File: config.mk
export PLATFORM = sky130hd
export DESIGN_NAME = debounce_multi
export DESIGN_NICKNAME = d
export VERILOG_FILES = /design/src/rtl/debounce_multi.sv
export SDC_FILE = /design/constraint.sdc
export NUM_CORES = 1
export LEC_CHECK = 0
export CAP_MARGIN = 20
export CORE_MARGIN = 4
export CORE_UTILIZATION = 54
export CTS_CLUSTER_SIZE = 28
export DETAILED_ROUTE_END_ITERATION = 12
export HOLD_SLACK_MARGIN = 0.12
export PLACE_DENSITY_LB_ADDON = 0.05
export SLEW_MARGIN = 25
export SYNTH_ARGS = -nofsm -noshare
export SYNTH_HDL_FRONTEND = slang
export SYNTH_SLANG_ARGS = --single-unit
File: constraint.sdc
create_clock -name clk -period 2.7 [get_ports clk]
set_input_delay 0.27 -clock clk [delete_from_list [all_inputs] [get_ports clk]]
set_output_delay 0.27 -clock clk [all_outputs]
set_load 0.02 [all_outputs]
File: src/rtl/debounce_multi.sv
// Multi-channel button conditioner: 2-flop sync, tick-rate history sampling, level/press/release.
// Define DEBOUNCE_AUTOREPEAT_EN to add auto-repeat press pulses while a button is held.
module debounce_multi #(
  parameter int N_CH         = 4,
  parameter int TICK_DIV     = 131072,
  parameter int HIST         = 3,
  parameter int REPEAT_DELAY = 20,
  parameter int REPEAT_RATE  = 8
) (
  input  logic            clk,
  input  logic            rst,
  input  logic [N_CH-1:0] btn_i,
  output logic [N_CH-1:0] level_o,
  output logic [N_CH-1:0] press_o,
  output logic [N_CH-1:0] release_o,
  output logic            tick_o
);

  localparam int CW = (TICK_DIV > 1) ? $clog2(TICK_DIV) : 1;

  // state       | meaning
  // S_RELEASED  | accepted level 0
  // S_HOLD_WAIT | accepted level 1, waiting out the first repeat delay
  // S_REPEATING | accepted level 1, issuing repeats at the repeat rate
  typedef enum logic [1:0] {S_RELEASED, S_HOLD_WAIT, S_REPEATING} state_t;

  logic [CW-1:0]   r_cnt;
  logic            r_tick;
  logic [N_CH-1:0] r_sync1;
  logic [N_CH-1:0] r_sync2;
  // Only HIST-1 old samples are stored; the current synchronised bit completes the window.
  logic [HIST-2:0] r_hist      [N_CH];
  state_t          r_state     [N_CH];
  state_t          w_state_nxt [N_CH];
  logic [HIST-1:0] w_hist_nxt  [N_CH];
  logic [N_CH-1:0] w_press_nxt;
  logic [N_CH-1:0] w_rel_nxt;

`ifdef DEBOUNCE_AUTOREPEAT_EN
  localparam int RMAX = (REPEAT_DELAY > REPEAT_RATE) ? REPEAT_DELAY : REPEAT_RATE;
  localparam int RW   = $clog2(RMAX + 1);
  logic [RW-1:0] r_rep     [N_CH];
  logic [RW-1:0] w_rep_nxt [N_CH];
`else
  logic w_unused_rep;
  assign w_unused_rep = (REPEAT_DELAY > 0) ^ (REPEAT_RATE > 0);
`endif

  always_ff @(posedge clk) begin
    if (rst) begin
      r_cnt  <= '0;
      r_tick <= 1'b0;
    end else begin
      r_tick <= (r_cnt == CW'(TICK_DIV - 1));
      r_cnt  <= (r_cnt == CW'(TICK_DIV - 1)) ? '0 : r_cnt + 1'b1;
    end
  end

  assign tick_o = r_tick;

  always_ff @(posedge clk) begin
    if (rst) begin
      r_sync1 <= '0;
      r_sync2 <= '0;
      for (int c = 0; c < N_CH; c++) r_hist[c] <= '0;
    end else begin
      r_sync1 <= btn_i;
      r_sync2 <= r_sync1;
      if (r_tick) begin
        for (int c = 0; c < N_CH; c++) r_hist[c] <= w_hist_nxt[c][HIST-2:0];
      end
    end
  end

  always_comb begin
    w_press_nxt = '0;
    w_rel_nxt   = '0;
    for (int c = 0; c < N_CH; c++) begin
      w_hist_nxt[c]  = {r_hist[c], r_sync2[c]};
      w_state_nxt[c] = r_state[c];
`ifdef DEBOUNCE_AUTOREPEAT_EN
      w_rep_nxt[c]   = r_rep[c];
`endif
      if (r_tick) begin
        case (r_state[c])
          S_RELEASED: begin
            if (&w_hist_nxt[c]) begin
              w_state_nxt[c] = S_HOLD_WAIT;
              w_press_nxt[c] = 1'b1;
`ifdef DEBOUNCE_AUTOREPEAT_EN
              w_rep_nxt[c]   = RW'(REPEAT_DELAY);
`endif
            end
          end
          default: begin
            // A release on the same tick as a due repeat wins; no repeat is issued.
            if (~|w_hist_nxt[c]) begin
              w_state_nxt[c] = S_RELEASED;
              w_rel_nxt[c]   = 1'b1;
            end
`ifdef DEBOUNCE_AUTOREPEAT_EN
            else if (r_rep[c] == RW'(1)) begin
              w_state_nxt[c] = S_REPEATING;
              w_press_nxt[c] = 1'b1;
              w_rep_nxt[c]   = RW'(REPEAT_RATE);
            end else begin
              w_rep_nxt[c]   = r_rep[c] - 1'b1;
            end
`endif
          end
        endcase
      end
    end
  end

  always_ff @(posedge clk) begin
    if (rst) begin
      for (int c = 0; c < N_CH; c++) begin
        r_state[c] <= S_RELEASED;
`ifdef DEBOUNCE_AUTOREPEAT_EN
        r_rep[c]   <= '0;
`endif
      end
      press_o   <= '0;
      release_o <= '0;
    end else begin
      for (int c = 0; c < N_CH; c++) begin
        r_state[c] <= w_state_nxt[c];
`ifdef DEBOUNCE_AUTOREPEAT_EN
        r_rep[c]   <= w_rep_nxt[c];
`endif
      end
      press_o   <= w_press_nxt;
      release_o <= w_rel_nxt;
    end
  end

  always_comb begin
    level_o = '0;
    for (int c = 0; c < N_CH; c++) level_o[c] = (r_state[c] != S_RELEASED);
  end

endmodule
# Yosys cells after proc, flatten, opt, wreduce, memory -nomap -nowiden
# Memories as Yosys holds them, arrays and structs flattened.
# Cells that the tools add are included.
[totals] reg_bits=34 ramBits=16 output_inout_bits=13 elab_cells=92 n_memories=2
[op_classes] add_sub_neg=1 eq_ne=1 n_mux=38 n_bitwise=13 n_reduce_logical=25
[memory_table] memory="r_hist" depth=4 word_bits=2 read_ports=4 rd_ports_with_merged_regs=0 wr=4 line="32" text="logic [HIST-2:0] r_hist [N_CH];"
[memory_table] memory="r_state" depth=4 word_bits=2 read_ports=4 rd_ports_with_merged_regs=0 wr=4 line="33" text="state_t r_state [N_CH];"
[ops] op="2-bit two-way mux" count=24
[ops] op="3-bit OR reduction" count=12
[ops] op="17-bit by 1-bit adder with 17-bit output (second input constant)" count=1
[ops] op="17-bit == test (second input constant)" count=1
[ops] op="1-bit two-way mux" count=14
[ops] op="3-bit AND reduction" count=4
[ops] op="2-bit logical NOT" count=4
[ops] op="1-bit bitwise OR" count=8
[ops] op="2-bit nonzero test" count=4
[ops] op="1-bit inverter" count=5
[ops] op="2-bit OR reduction" count=1

# Longest topological paths before layout
# An unclocked memory read counts as a cell.
[depth] depth_word=6 depth_mapped=8 ltp_nobuf=8

# Worst setup path after synthesis
# OpenSTA, ideal clock, no wires.
[synth_timing] path_type="register -> register" start="reg r_cnt[0]" end="reg r_cnt[2]" setup_time_ns=0.128 arrival_time_ns=1.802 setup_slack_ns=0.770 path_stages_with_launch=9 n_path_buf=1 synth_period_minus_slack_ns=1.930 path_cell_list="dfxtp_1 ha_1 nand2_1 nor4_2 and3_1 ha_1 or2_2 clkbuf_1 nor2_1"
[synth_between] elab_chain_cells=2 elab_cells_between_ends=3 classes_between="add/sub: 1; eq/ne: 1; reduce/logical: 1"
[synth_lines] element="from (decl)" line="27" text="logic [CW-1:0] r_cnt;"
[synth_lines] element="from (signal assigned)" line="55" text="r_cnt <= (r_cnt == CW'(TICK_DIV - 1)) ? '0 : r_cnt + 1'b1;"
[synth_lines] element="branches (longest 2 deep; another with 17-bit by 1-bit adder with 17-bit output)"
# Several ways; the timed one is not identified.
# A chain may end at the register's enable or synchronous reset.

# Final worst setup path
[layout_timing] start="reg r_cnt[0]" end="reg r_cnt[12]"
# The elaborated chain is that of the path after synthesis.

==> summary.txt <==
Synthesis
  • Synthesized area: 1770 µm²
  • Number of synthesized register bits: 46
  • Top FF cell, synth: dfxtp_1
  • Post-synth EDFFs: 8
  • Synth async-reset ratio: 0%
  • Mean post-synth cell area: 10.6 µm²
  • Synth Warn #: 0
  • Sequential fraction of the synthesis area: 56.7%
  • Synth cell types: 32
  • Post-Syn Instances: 167
  • Syn nets: 175

STA
  • Final Hold Vio Count: 0
  • Minimum clock period: 2060 ps
  • Total negative slack: 0 ps
  • Pins Over Slew Limit: 0
  • Worst slew margin: 54.9%
  • Setup WS post-layout: 636 ps
  • Clk_skew: 11.7 ps
  • Worst slew pin tran: 675 ps
  • RSZ-0062 raised after global routing: false
  • Final period utilization: 76.4%
  • Setup violations, final: 0
  • Minimum hold slack: 449 ps
  • Fmax: 484 MHz

Drt
  • Vias per cell: 5.45
  • Drt pass-1 iters: 4
  • Vias: 1271
  • # DRC: 0
  • Post-Route WL: 3.05 mm
  • DRT iter0 DRCs: 79
  • WL/cell: 13.1 µm
  • Number of nets still failing antenna checks after routing: 0

Power and ir drop
  • Switch Pwr: 253 µW
  • Static leakage: 0.719 nW
  • Seq pwr share: 66.8%
  • Comb pwr share: 3.1%
  • Pwr Density: 532 nW/µm²
  • Final Power: 1.08 mW
  • Clk network pwr share: 30.1%
  • Sw Share: 23.3%
  • Int Pwr: 832 µW
  • VDD IR max: 0.325 mV

Global routing
  • Number of global-route vias before repair: 1261
  • Largest net degree at the start of global routing: 21
  • Initial antenna violation count: 0
  • Global-route wire length before repair: 5.71 mm
  • Total grt overflow: 0
  • Gr usage total: 17.3%

Floorplan
  • Num rows: 20
  • I/O Pins: 19
  • CORE AREA: 3100 µm²
  • Die area: 4250 µm²
  • DIE WIDTH: 65.2 µm
  • Initial core utilization: 56.9%
  • Die height: 65.2 µm

Placement
  • Gp weighted congestion: 0.881
  • DP Area: 1980 µm²
  • HPWL after DPL: 2.17 mm
  • Number of placed cells counting well taps: 225
  • Worst slack at placement: 673 ps
  • Port bufs: 18

Worst hold path
  • Hold path start: r_sync1[0]
  • Worst Hold Class: reg2reg
  • Hold depth: 1
  • Worst Hold End: r_sync2[0]

Critical path
  • R2r endpoint: r_cnt[12]
  • Worst Path Required: 2940 ps
  • Crit path kind: reg2reg
  • Crit start category: flop
  • Worst flop-to-flop path startpoint: r_cnt[0]
  • Worst Reg-to-Reg Cells: 8
  • Crit path capture type: flop
  • R2r setup slk: 640 ps
  • Worst EP arrival: 2310 ps
  • Crit path max fanout: 7

Clocking
  • Clk buf depth: 2
  • TritonCTS Sinks: 46
  • H-tree levels: 2
  • Clk_lat worst skew: 360 ps
  • # resized after CTS: 0
  • Post-CTS Hold Buffers: 0
  • Post-CTS Repair Setup Buffers: 0
  • Clk pin slew, worst setup/hold paths: 140 ps
  • Num CTS Buffers: 5
  • Clock root buffer: clkbuf_4
  • CTS tree: built

Final layout
  • Fin area: 2040 µm²
  • Share of cells above drive strength 1: 6.88%
  • Final core area utilization: 65.7%
  • Commonest non-fill, non-tap cell in the layout: dfxtp_1
  • Nets: 196
  • Most frequent cells in the layout: dfxtp_1 (38), clkdlybuf4s50_1 (18), nor2b_1 (10), a21oi_1 (10), and2_1 (10)
  • Post-Layout Cell Count: 233
  • N_diodes: 0
  • Fillers: 275
  • Area Growth Syn to Fin: 15.5%

Run
  • Max-cap viol count: 0

Run status
  • Outcome: complete, no violations
[area by class of cell]
type	instances	area (µm²)	area share (%)
flip-flops and latches	46	1000	49.1
inverters	3	11.3	0.552
clock inverters	3	21.3	1.04
well taps	44	55.1	2.70
repair buffers	19	188	9.20
clock buffers	5	37.5	1.84
multi-input cells	113	726	35.6
[flip-flops by register name, indices dropped and copies added, names as in the netlist]
name       count
r_hist         8
release_o      4
r_sync1        4
r_state        4
r_cnt         17
press_o        4
tick_o         1
r_sync2        4
[Yosys cell counts, types with 3 or more instances]
cell type	count	area share (%)
and4b_1	4	2.3
a21oi_1	10	2.8
mux2i_1	4	2.3
edfxtp_1	8	14
nand2_1	9	1.9
or4_1	3	1.3
nor2_1	5	1.1
dfxtp_1	38	43
nand3_1	5	1.4
o21ai_0	7	2.0
clkbuf_1	3	0.64
inv_1	3	0.64
nand3b_1	4	1.7
nor4_1	4	1.4
nor3_1	4	1.1
nor2b_1	10	3.5
or3_1	6	2.1
o31ai_1	7	3.0
and3_1	7	2.5
and2_1	10	3.5
[worst max path at each step]
stage | end | cells past startpoint | start | slack [ps]
final | r_cnt[12] | 8 | r_cnt[0] | 640
after global routing | r_cnt[12] | 7 | r_cnt[4] | 390
after CTS | r_cnt[12] | 8 | r_cnt[0] | 640
after detailed placement | r_cnt[12] | 8 | r_cnt[0] | 670
after global placement | r_cnt[16] | 7 | r_cnt[0] | 790
after floorplan | r_cnt[2] | 8 | r_cnt[0] | 770
[cells by family (layout without fill, tap and decap cells)]
group / count (synthesis) / after routing / share of synthesized area, %
AND/OR/NAND/NOR: 78 / 78 / 27.2
flip-flops: 46 / 46 / 56.7
AO/OA/AOI/OAI: 26 / 26 / 8.72
buffers and inverters: 8 / 30 / 2.20
multiplexers: 4 / 4 / 2.27
XOR/XNOR: 3 / 3 / 1.49
adder cells (fa/ha/maj): 2 / 2 / 1.42
[power by group through the flow]
stage | Clock [mW] | Sequential, mW | Combinational, mW
after floorplan | 0 | 0.736 | 0.0210
after global placement | 0 | 0.739 | 0.0324
after detailed placement | 0 | 0.740 | 0.0338
after CTS | 0.339 | 0.725 | 0.0339
after global routing | 0.371 | 0.728 | 0.0381
final | 0.327 | 0.725 | 0.0332
[worst max-delay path, cell delays in order (launching register included)]
cell     delay (ps)
dfxtp_1         400
ha_1            220
nand2_1         170
nor4_2          370
and3_1          220
ha_1            240
nor2_1          150
nand2_1         100
mux2i_1          80
[per-layer routing]
layer	wire, µm	vias to the layer above	share of wire, %	track usage, %
met1	1490	582	49	23.0
met5	0	-	0	0
met3	153	6	5.0	6.15
met2	1370	30	45	26.2
met4	38	0	1.2	5.44
li1	-	653	-	-
Note: power is estimated with default switching activity, not from simulation.
